### config.mk
export PLATFORM = sky130hd
export DESIGN_NAME = fetch_ctrl_flat
export DESIGN_NICKNAME = d
export VERILOG_FILES = /design/src/rtl/fetch_ctrl_pkg.sv /design/src/rtl/fetch_ctrl_if.sv /design/src/rtl/fc_fifo.sv /design/src/rtl/fetch_ctrl.sv /design/src/flat_wrapper.sv
export SDC_FILE = /design/constraint.sdc
export NUM_CORES = 1
export LEC_CHECK = 0
export ABC_AREA = 1
export CORE_MARGIN = 10
export CORE_UTILIZATION = 56
export DETAILED_ROUTE_END_ITERATION = 7
export GPL_TIMING_DRIVEN = 0
export PLACE_DENSITY = 0.84
export SLEW_MARGIN = 20
export SYNTH_ARGS = -nofsm -noshare
export SYNTH_HDL_FRONTEND = slang
export SYNTH_SLANG_ARGS = --single-unit
### constraint.sdc
create_clock -name clk_i_FC -period 4.95 [get_ports clk_i_FC]
set_input_delay 0.99 -clock clk_i_FC [delete_from_list [all_inputs] [get_ports clk_i_FC]]
set_output_delay 0.99 -clock clk_i_FC [all_outputs]
set_load 0.02 [all_outputs]
### src/rtl/fetch_ctrl_pkg.sv
// fetch_ctrl_pkg: shared fetch widths, reset vector, PC step and FSM codes.
// Build option FC_MISALIGN_CHK_EN enables the FAULT state in fetch_ctrl.
package fetch_ctrl_pkg;

    localparam int InstrAddrBus = 32;
    localparam int InstrBus     = 32;

    localparam logic [31:0] RESET_PC_DEF = 32'h0000_0000;
    localparam logic [31:0] PC_INC       = 32'd4;

    typedef enum logic [1:0] {
        ST_BOOT  = 2'd0,
        ST_RUN   = 2'd1,
        ST_FAULT = 2'd2
    } fc_state_e;

endpackage

### src/rtl/fetch_ctrl_if.sv
// fetch_ctrl_if: ROM port, redirect input and IF_ID valid/ready bundle.
// master = fetch_ctrl, slave = ROM / IF_ID / branch unit side.
interface fetch_ctrl_if
    import fetch_ctrl_pkg::*;
#(
    parameter int ADDR_W  = InstrAddrBus,
    parameter int INSTR_W = InstrBus
);

    logic [ADDR_W-1:0]  pc_addr_o_FC;
    logic               chip_enable_o_FC;
    logic [INSTR_W-1:0] instr_i_FC;
    logic               redirect_i_FC;
    logic [ADDR_W-1:0]  redirect_pc_i_FC;
    logic [INSTR_W-1:0] instr_o_FC;
    logic [ADDR_W-1:0]  pc_o_FC;
    logic               valid_o_FC;
    logic               ready_i_FC;
    logic               misalign_o_FC;

    modport master (
        output pc_addr_o_FC,
        output chip_enable_o_FC,
        input  instr_i_FC,
        input  redirect_i_FC,
        input  redirect_pc_i_FC,
        output instr_o_FC,
        output pc_o_FC,
        output valid_o_FC,
        input  ready_i_FC,
        output misalign_o_FC
    );

    modport slave (
        input  pc_addr_o_FC,
        input  chip_enable_o_FC,
        output instr_i_FC,
        output redirect_i_FC,
        output redirect_pc_i_FC,
        input  instr_o_FC,
        input  pc_o_FC,
        input  valid_o_FC,
        output ready_i_FC,
        input  misalign_o_FC
    );

endinterface

### src/rtl/fc_fifo.sv
// fc_fifo: small {pc, instr} queue with push, pop, flush and count.
// Flush wins over push/pop; DEPTH must be a power of two.
module fc_fifo #(
    parameter int PC_W    = 32,
    parameter int INSTR_W = 32,
    parameter int DEPTH   = 2,
    localparam int PTR_W  = $clog2(DEPTH),
    localparam int CNT_W  = PTR_W + 1
) (
    input  logic               clk_i,
    input  logic               rst_ni,
    input  logic               push_i,
    input  logic [PC_W-1:0]    push_pc_i,
    input  logic [INSTR_W-1:0] push_instr_i,
    input  logic               pop_i,
    input  logic               flush_i,
    output logic [CNT_W-1:0]   count_o,
    output logic [PC_W-1:0]    head_pc_o,
    output logic [INSTR_W-1:0] head_instr_o
);

    logic [PC_W-1:0]    pc_mem_q    [DEPTH];
    logic [PC_W-1:0]    pc_mem_d    [DEPTH];
    logic [INSTR_W-1:0] instr_mem_q [DEPTH];
    logic [INSTR_W-1:0] instr_mem_d [DEPTH];
    logic [PTR_W-1:0]   wr_ptr_q, wr_ptr_d;
    logic [PTR_W-1:0]   rd_ptr_q, rd_ptr_d;
    logic [CNT_W-1:0]   count_q, count_d;

    always_comb begin
        pc_mem_d    = pc_mem_q;
        instr_mem_d = instr_mem_q;
        wr_ptr_d    = wr_ptr_q;
        rd_ptr_d    = rd_ptr_q;
        count_d     = count_q;
        if (flush_i) begin
            wr_ptr_d = '0;
            rd_ptr_d = '0;
            count_d  = '0;
        end else begin
            if (push_i) begin
                pc_mem_d[wr_ptr_q]    = push_pc_i;
                instr_mem_d[wr_ptr_q] = push_instr_i;
                wr_ptr_d              = wr_ptr_q + 1'b1;
            end
            if (pop_i) begin
                rd_ptr_d = rd_ptr_q + 1'b1;
            end
            count_d = count_q + CNT_W'(push_i) - CNT_W'(pop_i);
        end
    end

    always_ff @(posedge clk_i) begin
        if (!rst_ni) begin
            for (int i = 0; i < DEPTH; i++) begin
                pc_mem_q[i]    <= '0;
                instr_mem_q[i] <= '0;
            end
            wr_ptr_q <= '0;
            rd_ptr_q <= '0;
            count_q  <= '0;
        end else begin
            pc_mem_q    <= pc_mem_d;
            instr_mem_q <= instr_mem_d;
            wr_ptr_q    <= wr_ptr_d;
            rd_ptr_q    <= rd_ptr_d;
            count_q     <= count_d;
        end
    end

    assign count_o      = count_q;
    assign head_pc_o    = pc_mem_q[rd_ptr_q];
    assign head_instr_o = instr_mem_q[rd_ptr_q];

endmodule

### src/rtl/fetch_ctrl.sv
// fetch_ctrl: fetch PC owner, ROM strobe sequencer and IF_ID queue front.
// Define FC_MISALIGN_CHK_EN to trap misaligned redirects in a FAULT state.
module fetch_ctrl
    import fetch_ctrl_pkg::*;
#(
    parameter int          ADDR_W   = InstrAddrBus,
    parameter int          INSTR_W  = InstrBus,
    parameter logic [ADDR_W-1:0] RESET_PC = RESET_PC_DEF[ADDR_W-1:0],
    parameter int          DEPTH    = 2
) (
    input  logic          clk_i_FC,
    input  logic          reset_i_FC,
    fetch_ctrl_if.master  bus
);

    localparam int CNT_W = $clog2(DEPTH) + 1;
    localparam logic [CNT_W:0] DEPTH_C = (CNT_W + 1)'(DEPTH);

    fc_state_e          state_q, state_d;
    logic [ADDR_W-1:0]  fetch_pc_q, fetch_pc_d;
    logic [ADDR_W-1:0]  ipc_q, ipc_d;
    logic               inflight_q, inflight_d;

    logic               redir;
    logic [ADDR_W-1:0]  tgt;
    logic               issue;
    logic               flush;
    logic               push;
    logic               pop;
    logic               valid;
    logic [CNT_W-1:0]   count;
    logic [CNT_W:0]     occ;
    logic [ADDR_W-1:0]  head_pc;
    logic [INSTR_W-1:0] head_instr;

`ifdef FC_MISALIGN_CHK_EN
    logic               misalign_q, misalign_d;
    logic               mis_tgt;
    assign mis_tgt = (bus.redirect_pc_i_FC[1:0] != 2'b00);
    assign tgt     = bus.redirect_pc_i_FC;
`else
    assign tgt     = bus.redirect_pc_i_FC & ~ADDR_W'(32'd3);
`endif

    assign redir = bus.redirect_i_FC;
    assign valid = (count != '0) && !redir;
    assign pop   = valid && bus.ready_i_FC;
    // occupancy after this cycle, counting the read still in flight
    assign occ   = {1'b0, count} + (CNT_W + 1)'(inflight_q)
                 - (CNT_W + 1)'(pop);

    always_comb begin
        state_d    = state_q;
        fetch_pc_d = fetch_pc_q;
        issue      = 1'b0;
        flush      = 1'b0;
`ifdef FC_MISALIGN_CHK_EN
        misalign_d = misalign_q;
`endif
        unique case (state_q)
            ST_BOOT: begin
                state_d = ST_RUN;
            end
            ST_RUN: begin
                if (redir) begin
                    flush = 1'b1;
`ifdef FC_MISALIGN_CHK_EN
                    if (mis_tgt) begin
                        state_d    = ST_FAULT;
                        misalign_d = 1'b1;
                    end else begin
                        fetch_pc_d = tgt;
                    end
`else
                    fetch_pc_d = tgt;
`endif
                end else if (occ < DEPTH_C) begin
                    issue      = 1'b1;
                    fetch_pc_d = fetch_pc_q + PC_INC[ADDR_W-1:0];
                end
            end
`ifdef FC_MISALIGN_CHK_EN
            ST_FAULT: begin
                flush = 1'b1;
                if (redir && !mis_tgt) begin
                    state_d    = ST_RUN;
                    fetch_pc_d = tgt;
                    misalign_d = 1'b0;
                end
            end
`endif
            default: begin
                state_d = ST_BOOT;
            end
        endcase
    end

    // a read returning during a flush is the dropped one
    assign push       = inflight_q && !flush;
    assign inflight_d = issue;
    assign ipc_d      = fetch_pc_q;

    always_ff @(posedge clk_i_FC) begin
        if (!reset_i_FC) begin
            state_q    <= ST_BOOT;
            fetch_pc_q <= RESET_PC;
            ipc_q      <= '0;
            inflight_q <= 1'b0;
`ifdef FC_MISALIGN_CHK_EN
            misalign_q <= 1'b0;
`endif
        end else begin
            state_q    <= state_d;
            fetch_pc_q <= fetch_pc_d;
            ipc_q      <= ipc_d;
            inflight_q <= inflight_d;
`ifdef FC_MISALIGN_CHK_EN
            misalign_q <= misalign_d;
`endif
        end
    end

    fc_fifo #(
        .PC_W    (ADDR_W),
        .INSTR_W (INSTR_W),
        .DEPTH   (DEPTH)
    ) u_fifo (
        .clk_i        (clk_i_FC),
        .rst_ni       (reset_i_FC),
        .push_i       (push),
        .push_pc_i    (ipc_q),
        .push_instr_i (bus.instr_i_FC),
        .pop_i        (pop),
        .flush_i      (flush),
        .count_o      (count),
        .head_pc_o    (head_pc),
        .head_instr_o (head_instr)
    );

    assign bus.pc_addr_o_FC     = fetch_pc_q;
    assign bus.chip_enable_o_FC = issue;
    assign bus.valid_o_FC       = valid;
    assign bus.pc_o_FC          = head_pc;
    assign bus.instr_o_FC       = head_instr;
`ifdef FC_MISALIGN_CHK_EN
    assign bus.misalign_o_FC    = misalign_q;
`else
    assign bus.misalign_o_FC    = 1'b0;
`endif

endmodule

### src/flat_wrapper.sv
// flat-port wrapper written by rule: the top's interface ports become plain ports
module fetch_ctrl_flat import fetch_ctrl_pkg::*;
#(
    parameter int          ADDR_W   = InstrAddrBus,
    parameter int          INSTR_W  = InstrBus,
    parameter logic [ADDR_W-1:0] RESET_PC = RESET_PC_DEF[ADDR_W-1:0],
    parameter int          DEPTH    = 2
)
  (clk_i_FC, reset_i_FC, bus_pc_addr_o_FC, bus_chip_enable_o_FC, bus_instr_i_FC, bus_redirect_i_FC, bus_redirect_pc_i_FC, bus_instr_o_FC, bus_pc_o_FC, bus_valid_o_FC, bus_ready_i_FC, bus_misalign_o_FC);
  fetch_ctrl_if #(.ADDR_W(ADDR_W), .INSTR_W(INSTR_W)) bus_i ();
  input  logic clk_i_FC;
  input  logic reset_i_FC;
  output wire logic [$bits(bus_i.pc_addr_o_FC)-1:0] bus_pc_addr_o_FC;
  output wire logic [$bits(bus_i.chip_enable_o_FC)-1:0] bus_chip_enable_o_FC;
  input wire logic [$bits(bus_i.instr_i_FC)-1:0] bus_instr_i_FC;
  input wire logic [$bits(bus_i.redirect_i_FC)-1:0] bus_redirect_i_FC;
  input wire logic [$bits(bus_i.redirect_pc_i_FC)-1:0] bus_redirect_pc_i_FC;
  output wire logic [$bits(bus_i.instr_o_FC)-1:0] bus_instr_o_FC;
  output wire logic [$bits(bus_i.pc_o_FC)-1:0] bus_pc_o_FC;
  output wire logic [$bits(bus_i.valid_o_FC)-1:0] bus_valid_o_FC;
  input wire logic [$bits(bus_i.ready_i_FC)-1:0] bus_ready_i_FC;
  output wire logic [$bits(bus_i.misalign_o_FC)-1:0] bus_misalign_o_FC;
  assign bus_pc_addr_o_FC = bus_i.pc_addr_o_FC;
  assign bus_chip_enable_o_FC = bus_i.chip_enable_o_FC;
  assign bus_i.instr_i_FC = bus_instr_i_FC;
  assign bus_i.redirect_i_FC = bus_redirect_i_FC;
  assign bus_i.redirect_pc_i_FC = bus_redirect_pc_i_FC;
  assign bus_instr_o_FC = bus_i.instr_o_FC;
  assign bus_pc_o_FC = bus_i.pc_o_FC;
  assign bus_valid_o_FC = bus_i.valid_o_FC;
  assign bus_i.ready_i_FC = bus_ready_i_FC;
  assign bus_misalign_o_FC = bus_i.misalign_o_FC;
  fetch_ctrl #(.ADDR_W(ADDR_W), .INSTR_W(INSTR_W), .RESET_PC(RESET_PC), .DEPTH(DEPTH)) u_core (.clk_i_FC(clk_i_FC), .reset_i_FC(reset_i_FC), .bus(bus_i));
endmodule
# --- Yosys cells after proc, flatten, opt, wreduce, memory -nomap -nowiden ---
# Index checks and enable logic that the tools add are counted.
classes:
  mux: 18
  bitwise: 4
  eq_ne: 1
  n_lt_le_gt_ge: 4
  add_sub_neg: 7
  reduce_logical: 12
ops:
  columns: ["cell", "n"]
  rows:
  - ["$mux 32", 9]
  - ["$bwmux 64", 2]
  - ["$add 32x3->32 const B", 1]
  - ["$demux 32 s1", 1]
  - ["$mux 1", 5]
  - ["$ge 2x2->1 const B", 2]
  - ["$logic_and 1x1->1", 4]
  - ["$not 1->2", 2]
  - ["$pmux 2 s2", 1]
  - ["$reduce_and 2->1", 2]
  - ["$reduce_bool 2->1", 2]
  - ["$add 2x1->3", 1]
  - ["$lt 3x2->1 const B", 1]
  - ["$sub 3x1->3", 1]
  - ["$add 1x1->1 const B", 2]
  - ["$add 2x1->2", 1]
  - ["$eq 2x1->1 const B", 1]
  - ["$logic_not 1->1", 2]
  - ["$logic_not 2->1", 1]
  - ["$lt 2x1->1 const B", 1]
  - ["$not 1->1", 2]
  - ["$reduce_or 2->1", 1]
  - ["$sub 2x1->2", 1]
word_totals:
  wordCells: 57
  register_bits: 199

# --- Depth between registers and ports, before layout ---
# Gate-level depths: netlist of run 1.
depth:
  word_depth: 8
  mapped_depth: 17
  ltp_nobuf: 16

# --- Modules after synthesis ---
# From an unflattened synthesis of run 1, not the netlist that was laid out.
hier_totals:
  cells_unflattened: 1363
  hier_area_um2: 8899.8
by_module_without_submodules:
  columns: ["mod", "cells_each", "instances", "area_each_um2", "seq_area_each_um2"]
  rows:
  - ["fc_fifo", 852, 1, 5679.2, 2642.5]
  - ["fetch_ctrl", 511, 1, 3220.6, 1241.2]

# --- Least setup slack after synthesis of run 1 ---
# Ideal clock, no wire load.
synth_timing:
  kind: "input-to-output"
  start: "in bus_redirect_i_FC"
  end: "out bus_chip_enable_o_FC"
  path_stages: 10
  setup_slack_ns: 0.840
  arrival_time_ns: 3.120
  cell_sequence: "buf_4 a21oi_1 nand2_1 inv_1 ha_1 nor2_1 fa_1 nor3_2 nand2_2 nor2_1"
synth_via:
  elab_chain_len: 8
synth_rtl:
  columns: ["element", "line_no", "text"]
  rows:
  - ["start, declared", "flat_wrapper.sv:16", "input wire logic [$bits(bus_i.redirect_i_FC)-1:0] bus_redirect_i_FC;"]
  - ["$logic_not 1->1", "fetch_ctrl.sv:46", "assign valid = (count != '0) && !redir;"]
  - ["$logic_and 1x1->1", "fetch_ctrl.sv:46", null]
  - ["net bus_valid_o_FC", "flat_wrapper.sv:20", "output wire logic [$bits(bus_i.valid_o_FC)-1:0] bus_valid_o_FC;"]
  - ["$logic_and 1x1->1", "fetch_ctrl.sv:47", "assign pop = valid && bus.ready_i_FC;"]
  - ["net u_core.pop", "fetch_ctrl.sv:29", "logic pop;"]
  - ["$sub 3x1->3", "fetch_ctrl.sv:50", "- (CNT_W + 1)'(pop);"]
  - ["$lt 3x2->1", "fetch_ctrl.sv:77", "end else if (occ < DEPTH_C) begin"]
  - ["$mux 1", "fetch_ctrl.sv:77", null]
  - ["$mux 1", "fetch_ctrl.sv:65", "if (redir) begin"]
  - ["$mux 1", "fetch_ctrl.sv:60", "unique case (state_q)"]
  - ["end, declared", "flat_wrapper.sv:14", "output wire logic [$bits(bus_i.chip_enable_o_FC)-1:0] bus_chip_enable_o_FC;"]
# The timed path passes the listed nets, and every way through them passes these cells.

# --- Worst setup path in the final report of run 1 ---
layout_timing:
  start: "in bus_ready_i_FC"
  end: "out bus_chip_enable_o_FC"
layout_via:
  elab_chain_len: 6
layout_rtl:
  columns: ["element", "line_no", "text"]
  rows:
  - ["start, declared", "flat_wrapper.sv:21", "input wire logic [$bits(bus_i.ready_i_FC)-1:0] bus_ready_i_FC;"]
  - ["$logic_and 1x1->1", "fetch_ctrl.sv:47", null]
  - ["net u_core.pop", "fetch_ctrl.sv:29", null]
  - ["$sub 3x1->3", "fetch_ctrl.sv:50", null]
  - ["$lt 3x2->1", "fetch_ctrl.sv:77", null]
  - ["$mux 1", "fetch_ctrl.sv:77", null]
  - ["$mux 1", "fetch_ctrl.sv:65", null]
  - ["$mux 1", "fetch_ctrl.sv:60", null]
# The timed path passes the listed nets, and every way through them passes these cells.

==> results of run 1 <==
-- sequential cells by signal, indices dropped and copies added, names as in the netlist --
| signal | flops |
|---|---|
| u_core.u_fifo.instr_mem_q | 64 |
| u_core.u_fifo.pc_mem_q | 60 |
| u_core.bus.pc_addr_o_FC | 30 |
| u_core.ipc_q | 30 |
| u_core.u_fifo.count_o | 2 |
| u_core.inflight_q | 1 |
| u_core.state_q | 1 |
| u_core.u_fifo.rd_ptr_q | 1 |
| u_core.u_fifo.wr_ptr_q | 1 |
-- area by class of cell --
cell class                 instances  area (µm²)  share of cell area [%]
inverter                         137         514                    4.80
timing repair buffer             157        1570                    14.7
buffer                            74         353                    3.29
multi-input combinational        815        3620                    33.8
sequential                       190        3800                    35.5
tap                              184         230                    2.15
clock inverter                    11         191                    1.79
clock buffer                      19         433                    4.04
-- critical path, cell delays in order --
cell and delay (ps):
clkdlybuf4s50_1 450, nand2_1 90, inv_1 100, ha_1 230, nor2_1 130, fa_1 440
nor3_2 200, nand2_2 110, nor2_1 110, clkdlybuf4s50_1 620
-- routing by layer --
metal  share of wire (%)  global-route usage, %  vias to the layer above
li1                    -                      -                     4160
met5                   0                      0                        -
met4                 2.1                   8.28                        0
met3                 7.5                   5.74                       36
met2                  47                   37.9                      323
met1                  43                   28.6                     3780
-- worst max-delay path by stage --
stage / startpoint / to / slack (ps) / cells after the start
2_1_floorplan: bus_redirect_i_FC / bus_chip_enable_o_FC / 840 / 10
3_3_place_gp: bus_ready_i_FC / bus_chip_enable_o_FC / 530 / 10
3_5_place_dp: bus_ready_i_FC / bus_chip_enable_o_FC / 500 / 10
4_1_cts: bus_ready_i_FC / bus_chip_enable_o_FC / 480 / 10
5_1_grt: bus_ready_i_FC / bus_chip_enable_o_FC / 400 / 10
6_report: bus_ready_i_FC / bus_chip_enable_o_FC / 500 / 10
-- power by group through the flow --
stage	logic (mW)	registers [mW]	clock network (mW)
final	0.478	1.66	1.46
after floorplan	0.230	1.70	0
after global placement	0.467	1.68	0
after global routing	0.522	1.66	1.53
after detailed placement	0.474	1.69	0
after CTS	0.478	1.65	1.47
-- synth_stat cells (6+ instances only) --
cell type and n:
a21oi_1 71, buf_2 21, buf_4 7, clkbuf_1 38
clkbuf_2 6, dfxtp_1 190, inv_1 135, nand2_1 255
nand3_1 40, nor2_1 206, nor2_2 13, o21ai_0 201
-- cell families after synthesis --
kind of cell               Yosys count  synth area share [%]
other                                1                0.0453
DFF                                190                  45.9
adders and majority gates            5                 0.846
xor gates and xnor gates             3                 0.317
buffers and inverters              211                  10.5
and+or+nand+nor                    525                  25.5
muxes                                1                 0.121
AOI/OAI and AO/OA                  276                  16.8
-- metrics by stage --
stage,cell area [µm²],std cells
5_1_grt,10700,1587
6_report,10700,1587
4_1_cts,10700,1587
3_3_place_gp,10100,1557
2_1_floorplan,8300,1216
3_5_place_dp,10100,1557
==> impl_results.md, run 1 <==
- Post_cts resized: 0
- Synthesized area per cell: 6.83 µm²
- Remaining antenna violation count: 0
- Grt total ovfl: 0
- Core Footprint: 14,500 µm²
- Drc violations: 0
- # Post-CTS Setup Buffers: 0
- Worst slack at placement: 502 ps
- CP Class: in -> out
- DR WL/cell: 15.1 µm
- Total track usage: 23.0%
- Total die area: 20,100 µm²
- Antenna diodes: 0
- Hold EP: u_core.u_fifo.pc_mem_q[48]
- Worst-path clk slew: 70 ps
- Global-route wire length before repair: 38,300 µm
- Crit. End Element: primary output
- Worst hold-check path type: reg -> reg
- Clock sink total: 190
- Hold path start: u_core.u_fifo.pc_mem_q[48]
- Flop pwr share: 46.0%
- Clock buffer depth: 2
- RSZ-0062 raised after global routing: false
- Commonest non-fill, non-tap cell in the layout: nand2_1
- Detail Placement HPWL: 17,200 µm
- Leakage: 4.52 nW
- Max-slew violation count: 0
- Largest area contributor in the netlist: dfxtp_1
- Mapped Cells: 1,212
- Max-cap violations: 0
- Tightest Pin Transition: 603 ps
- Power Total: 3.60 mW
- P per Cell Area: 335 nW/µm²
- Largest net degree at the start of global routing: 17
- R2r setup slk: 2150 ps
- CTS root buf: clkbuf_16
- Proportion of layout cells with a drive suffix above 1: 6.34%
- YS warnings: 0
- Die Y: 142 µm
- H-tree Lvls: 4
- Worst Path Required: 3960 ps
- Top achievable clock speed: 225 MHz
- Die width: 142 µm
- Skew final: 11.1 ps
- Internal: 2.70 mW
- Layout net count: 1,465
- Status: complete, no violations
- Row Count: 44
- Number of vias per cell: 5.23
- Initial Utilization: 57.0%
- Final WS setup: 504 ps
- CTS tree: yes
- Switching Fraction: 25.0%
- Reg2reg path depth: 15
- Slew headroom: 59.8%
- Clk pwr share: 40.7%
- Max FO, Critical Path: 3
- Fin Hold WS: 448 ps
- CTS Hold Buffers Added: 0
- Combinational Power Share: 13.3%
- DRT iter0 DRCs: 628
- Number of global-route vias before repair: 7,924
- Finish-stage setup viols: 0
- Vias: 8,299
- Tcrit/Tclk final: 89.8%
- Sequential share of the synthesized area: 45.9%
- RD Place Congestion: 0.998
- Router iterations before antenna repair: 5
- Tmin final: 4450 ps
- Yosys top cell area share: 45.9%
- Post-synth EDFFs: 0
- P&R area growth vs syn: 29.5%
- Sw Pwr: 0.899 mW
- Worst skew pair latency: 430 ps
- Primary FF master, synth: dfxtp_1
- Hold Crit Depth: 2
- Post-synth ARST share: 0%
- Hold Fails Final Rpt: 0
- Critical R2R Launch: u_core.u_fifo.count_o[1]
- Dominant cells by area after synthesis: dfxtp_1, o21ai_0, nand2_1, nor2_1, inv_1
- Peak VDD IR: 0.251 mV
- Reg2reg end: u_core.bus.pc_addr_o_FC[17]
- Cell area after synthesis: 8280 µm²
- Initial antenna violation count: 0
- Critical path arrival: 3460 ps
- Final Core Density: 73.8%
- WL final: 24,000 µm
- Num CTS Buffers: 17
- Filler cells: 1,184
- Commonest cells after routing, fill and taps aside: nand2_1, nor2_1, o21ai_0
- Synth cell types: 28
- Setup TNS: 0 ps
- Seq cells post-synth: 190
- Count of buffers from port buffering: 157
- I/O Pins: 167
- Startpoint Class: input pin
(Power assumes the default switching activity.)
==> inputs of run 2 (changes only) <==
- CORE_UTILIZATION: 56 -> 57
- CTS_BUF_LIST: unset -> sky130_fd_sc_hd__clkbuf_8
- PLACE_DENSITY: 0.84 -> 0.85
- SLEW_MARGIN: 20 -> 25
==> run 2 against run 1 <==
Net effect:
- clock-buffer cell count up 4
- non-clock buffer count unchanged
- via count down 0.89%
- combinational power about the same
- die area down 1.5%
- routed wire length down 0.98%
- sequential cell count unchanged
- first-iteration DRC count down 8.9%
- clock power down 31%
- design area down 2.1%
- utilization up 0.95 points
==> impl_results.md, run 2 (same netlist as run 1, synthesis figures left out) <==
- Largest net degree at the start of global routing: 17 (unchanged)
- Hold Fails Final Rpt: 0 (unchanged)
- Post_cts resized: 0 (unchanged)
- Status: complete, no violations
- Worst Path Required: 3960 ps (about the same)
- Num CTS Buffers: 17 (unchanged)
- RD Place Congestion: 0.980 (-1.8%)
- Tightest Pin Transition: 621 ps (+17.3 ps)
- Grt total ovfl: 0 (unchanged)
- Crit. End Element: primary output
- Critical path arrival: 3440 ps (-20 ps)
- P per Cell Area: 299 nW/µm² (-11%)
- Worst Path Buf+Inv: 3 (unchanged)
- Power Total: 3.14 mW (-13%)
- # Post-CTS Setup Buffers: 0 (unchanged)
- CTS tree: yes
- Die Y: 141 µm (-0.76%)
- Max-slew violation count: 0 (unchanged)
- Tmin final: 4430 ps (-20.9 ps)
- Dpl cell area: 10,100 µm² (about the same)
- Worst slack at placement: 519 ps (+16.7 ps)
- Worst-path clk slew: 90 ps (+20 ps)
- Final WS setup: 524 ps (+20.9 ps)
- Fin Hold WS: 451 ps (+2.88 ps)
- Row Count: 43 (-2.3%)
- Commonest non-fill, non-tap cell in the layout: nand2_1
- Startpoint Class: input pin
- Commonest cells after routing, fill and taps aside: nand2_1, nor2_1, o21ai_0
- WL final: 23,700 µm (-0.98%)
- Number of global-route vias before repair: 7,762 (-2.0%)
- Top achievable clock speed: 226 MHz (+0.47%)
- Total die area: 19,700 µm² (-1.5%)
- Worst skew pair latency: 470 ps (+40 ps)
- CTS root buf: clkbuf_8
- Critical-path cell list: clkdlybuf4s50_1 > nand2_1 > inv_1 > ha_1 > nor2_1 > fa_1 > nor3_2 > nand2_2 > nor2_1 > clkdlybuf4s50_1
- DR WL/cell: 15.0 µm (-0.86%)
- Crit-path leading delay family: buffers and inverters
- Critical Path Slowest Stage Cell: clkdlybuf4s50_1
- Count of buffers from port buffering: 157 (unchanged)
- Reg with most FFs: u_core.u_fifo.instr_mem_q
- Peak VDD IR: 0.194 mV (-23%)
- Max FO, Critical Path: 3 (unchanged)
- P&R area growth vs syn: 26.7%
- Slew headroom: 58.6% (-1.2 points)
- Drc violations: 0 (unchanged)
- Filler cells: 1,141 (-3.6%)
- Initial antenna violation count: 0 (unchanged)
- Worst hold-check path type: reg -> reg
- Tcrit/Tclk final: 89.4% (-0.42 points)
- Layout net count: 1,465 (unchanged)
- Storage cell area: 3800 µm² (unchanged)
- Detail Placement HPWL: 17,400 µm (+1.2%)
- Setup TNS: 0 ps (unchanged)
- Leakage: 4.42 nW (-2.1%)
- Skew final: 8.08 ps (-2.99 ps)
- I/O Pins: 167 (unchanged)
- Regs by FF count: u_core.u_fifo.instr_mem_q: 64 flops, u_core.u_fifo.pc_mem_q: 60 flops
- Final instance area: 10,500 µm² (-2.1%)
- Multi-input logic area: 3620 µm² (unchanged)
- Initial Utilization: 59.0% (+2.0 points)
- DRT iter0 DRCs: 572 (-8.9%)
- Remaining antenna violation count: 0 (unchanged)
- CTS Hold Buffers Added: 0 (unchanged)
- Global-route wire length before repair: 38,100 µm (-0.50%)
- Core Footprint: 14,000 µm² (-3.4%)
- CP Class: in -> out
- Antenna diodes: 0 (unchanged)
- Clock sink total: 190 (unchanged)
- Die width: 141 µm (-0.76%)
- Slowest stage delay, CP: 620 ps (about the same)
- H-tree Lvls: 4 (unchanged)
- RSZ-0062 raised after global routing: false
- Clock buffer depth: 2 (unchanged)
- Max-cap violations: 0 (unchanged)
- Proportion of layout cells with a drive suffix above 1: 6.55% (+0.20 points)
- Vias: 8,225 (-0.89%)
- Number of vias per cell: 5.19 (-0.77%)
- Total track usage: 23.1% (+0.043 points)
- Router iterations before antenna repair: 5 (unchanged)
- Finish-stage setup viols: 0 (unchanged)
- Max reg flops: 64 (unchanged)
-- run 2: cell types whose count changed in the layout (fill, tap and decap cells not counted) --
cell / delta
bufinv_16: -4
clkbuf_1: -2
clkbuf_16: -17
clkbuf_8: +23
clkinv_4: +2
inv_1: +1
inv_6: -1
-- run 2: final timing paths --
kind	endpoint	startpoint	slack [ps]	depth (start not counted)
max reg2reg	u_core.bus.pc_addr_o_FC[24]	u_core.u_fifo.count_o[1]	2210	15
min reg2reg	u_core.u_fifo.instr_mem_q[58]	u_core.u_fifo.instr_mem_q[58]	450	2
max	bus_chip_enable_o_FC	bus_ready_i_FC	520	10
min	u_core.u_fifo.instr_mem_q[58]	u_core.u_fifo.instr_mem_q[58]	450	2
-- run 2: where the power goes --
group | internal [mW] | switching (mW)
sequential | 1.60 | 0.0567
clock | 0.477 | 0.530
combinational | 0.207 | 0.270
total | 2.28 | 0.857
-- run 2: final cells by class --
cell class	count	share of cell area (%)
timing repair buffer	157	15.0
multi-input combinational	815	34.5
sequential	190	36.3
tap	180	2.15
buffer	74	3.36
clock buffer	23	3.02
clock inverter	9	0.799
inverter	137	4.90
-- run 2: worst register-to-register path, stage by stage, from the launching register on --
cell and delay [ps]:
dfxtp_1 400, inv_1 100, a21oi_1 180, nand2_1 110
inv_1 90, ha_1 220, nor2_1 120, fa_1 450
nor3_2 210, nand2_2 100, nand2_4 130, nand2_4 140
buf_6 190, nor2_1 100, nand2_1 70, nand2_1 70
-- run 2: layer usage --
layer / track usage (%) / share of wire (%)
met1: 28.3 / 43
met2: 38.2 / 47
met3: 5.51 / 7.9
met4: 9.18 / 2.2
met5: 0 / 0
-- run 2: through the flow --
stage          util [%]  instances
3_3_place_gp       71.9       1553
2_1_floorplan         -       1216
4_1_cts            74.7       1585
3_5_place_dp       71.9       1553
5_1_grt            74.7       1585
6_report           74.7       1585
==> inputs of run 3 (changes only) <==
- GPL_TIMING_DRIVEN: 0 -> unset
==> run 3 against run 2 <==
Net effect:
- die area stayed put
- setup slack worse by 190 ps
- sequential share of layout area rose by 0.77 points
- clock power up 9%
==> impl_results.md, run 3 (same netlist as run 1, synthesis figures left out) <==
- DRT iter0 DRCs: 564 (-1.4%)
- Max-slew violation count: 0 (unchanged)
- Commonest non-fill, non-tap cell in the layout: nand2_1
- Reg with most FFs: u_core.u_fifo.instr_mem_q
- Worst-path clk slew: 80 ps (about the same)
- Num CTS Buffers: 17 (unchanged)
- Drc violations: 0 (unchanged)
- Remaining antenna violation count: 0 (unchanged)
- Die Y: 141 µm (unchanged)
- Switching Fraction: 25.5% (-1.8 points)
- Router iterations before antenna repair: 5 (unchanged)
- Largest net degree at the start of global routing: 127 (+110)
- Wire length on met1: 9310 µm (-8.4%)
- Top sig layer: met4
- Layout net count: 1,401 (-4.4%)
- Fin Hold WS: 449 ps (-2.42 ps)
- Power Total: 3.20 mW (+1.9%)
- CP Class: in -> out
- Crit. End Element: primary output
- Worst hold-check path type: reg -> reg
- Flop pwr share: 51.7% (-1.0 points)
- Critical path arrival: 3630 ps (+190 ps)
- Detail Placement HPWL: 14,000 µm (-19%)
- Worst Path Required: 3960 ps (about the same)
- Top achievable clock speed: 217 MHz (-4.1%)
- Global-route wire length before repair: 34,300 µm (-9.9%)
- Leakage: 4.32 nW (-2.4%)
- Number of global-route vias before repair: 7,046 (-9.2%)
- DR WL/cell: 13.8 µm (-7.8%)
- Tmin final: 4620 ps (+190 ps)
- Number of vias per cell: 5.12 (-1.3%)
- Vias: 7,786 (-5.3%)
- Internal: 2.38 mW (+4.3%)
- CTS root buf: clkbuf_8
- Finish-stage setup viols: 0 (unchanged)
- Tcrit/Tclk final: 93.2% (+3.8 points)
- # Post-CTS Setup Buffers: 0 (unchanged)
- Commonest cells after routing, fill and taps aside: nand2_1, nor2_1, o21ai_0
- Clock buffer depth: 2 (unchanged)
- Total track usage: 20.6% (-2.5 points)
- I/O Pins: 167 (unchanged)
- H-tree Lvls: 4 (unchanged)
- P&R area growth vs syn: 24.2%
- Total die area: 19,700 µm² (unchanged)
- Core Footprint: 14,000 µm² (unchanged)
- Grt total ovfl: 0 (unchanged)
- Hold Fails Final Rpt: 0 (unchanged)
- Count of buffers from port buffering: 159 (+1.3%)
- Initial antenna violation count: 0 (unchanged)
- Met3 routed WL: 1650 µm (-13%)
- Die width: 141 µm (unchanged)
- Dpl cell area: 9830 µm² (-2.6%)
- Max reg flops: 64 (unchanged)
- RD Place Congestion: 0.932 (-4.9%)
- Clock sink total: 190 (unchanged)
- Initial Utilization: 59.0% (unchanged)
- Max FO, Critical Path: 3 (unchanged)
- Final instance area: 10,300 µm² (-2.0%)
- Tightest Pin Transition: 939 ps (+319 ps)
- Status: complete, no violations
- Combinational Power Share: 14.0% (-1.2 points)
- Max-cap violations: 0 (unchanged)
- Setup TNS: 0 ps (unchanged)
- RSZ-0062 raised after global routing: false
- CTS tree: yes
- Regs by FF count: u_core.u_fifo.instr_mem_q: 64 flops, u_core.u_fifo.pc_mem_q: 60 flops
- Peak VDD IR: 0.175 mV (-9.9%)
- Worst slack at placement: 331 ps (-188 ps)
- CTS Hold Buffers Added: 0 (unchanged)
- Startpoint Class: input pin
- Clk pwr share: 34.3% (+2.2 points)
- Post_cts resized: 0 (unchanged)
- WL final: 21,000 µm (-12%)
- P per Cell Area: 311 nW/µm² (+4.0%)
- Antenna diodes: 0 (unchanged)
- Proportion of layout cells with a drive suffix above 1: 4.85% (-1.7 points)
- Worst skew pair latency: 460 ps (about the same)
- Row Count: 43 (unchanged)
- WL met2: 9610 µm (-14%)
- Slew headroom: 37.4% (-21 points)
- Final WS setup: 335 ps (-190 ps)
- Skew final: 8.78 ps (+0.698 ps)
- Sw Pwr: 0.817 mW (-4.7%)
-- run 3: cell types whose count changed in the layout (fill, tap and decap cells not counted), moves of 2 or more --
cell | before | now
clkbuf_1 | 38 | 0
buf_2 | 21 | 0
clkbuf_2 | 6 | 0
clkinvlp_4 | 3 | 0
buf_6 | 2 | 0
bufinv_16 | 1 | 3
clkinv_4 | 2 | 0
-- run 3: routing by layer --
metal | global-route usage, % | vias to the layer above
li1 | - | 4010
met3 | 5.38 | 36
met4 | 7.77 | 0
met5 | 0 | -
met1 | 26.7 | 3460
met2 | 32.1 | 280
-- run 3: power by group through the flow --
stage | clock, mW | sequential, mW | combinational, mW
after floorplan | 0 | 1.70 | 0.230
after global placement | 0 | 1.69 | 0.439
after detailed placement | 0 | 1.69 | 0.445
after CTS | 1.11 | 1.65 | 0.449
after global routing | 1.17 | 1.66 | 0.495
final | 1.10 | 1.65 | 0.448
-- run 3: worst max-delay path, cell delays in order --
cell and delay (ps):
clkdlybuf4s50_1 420, a21oi_1 170, nand2_1 100, inv_1 90
ha_1 230, nor2_1 130, fa_1 450, nor3_2 220
nand2_2 110, nor2_1 100, clkdlybuf4s50_1 610
-- run 3: final cells by class --
class	count	area, µm²
multi-input cells	815	3640
clock buffers	24	330
clock inverters	7	108
flip-flops and latches	190	3810
inverters	137	514
well taps	180	225
repair buffers	167	1660
fillers	1114	3760
-- run 3: path summary, 6_finish.rpt --
| path | from | end | slack, ps | cells after the start |
|---|---|---|---|---|
| worst max-delay path | bus_redirect_i_FC | bus_chip_enable_o_FC | 330 | 11 |
| worst min-delay path | u_core.u_fifo.instr_mem_q[34] | u_core.u_fifo.instr_mem_q[34] | 450 | 2 |
| worst max register to register | u_core.u_fifo.count_o[1] | u_core.bus.pc_addr_o_FC[17] | 2130 | 14 |
| worst min register to register | u_core.u_fifo.instr_mem_q[34] | u_core.u_fifo.instr_mem_q[34] | 450 | 2 |
-- run 3: through the flow --
step                utilization, %  cells
floorplan                        -   1216
global placement              70.0   1488
detailed placement            70.0   1488
CTS                           73.1   1519
global route                  73.2   1520
finish                        73.2   1520
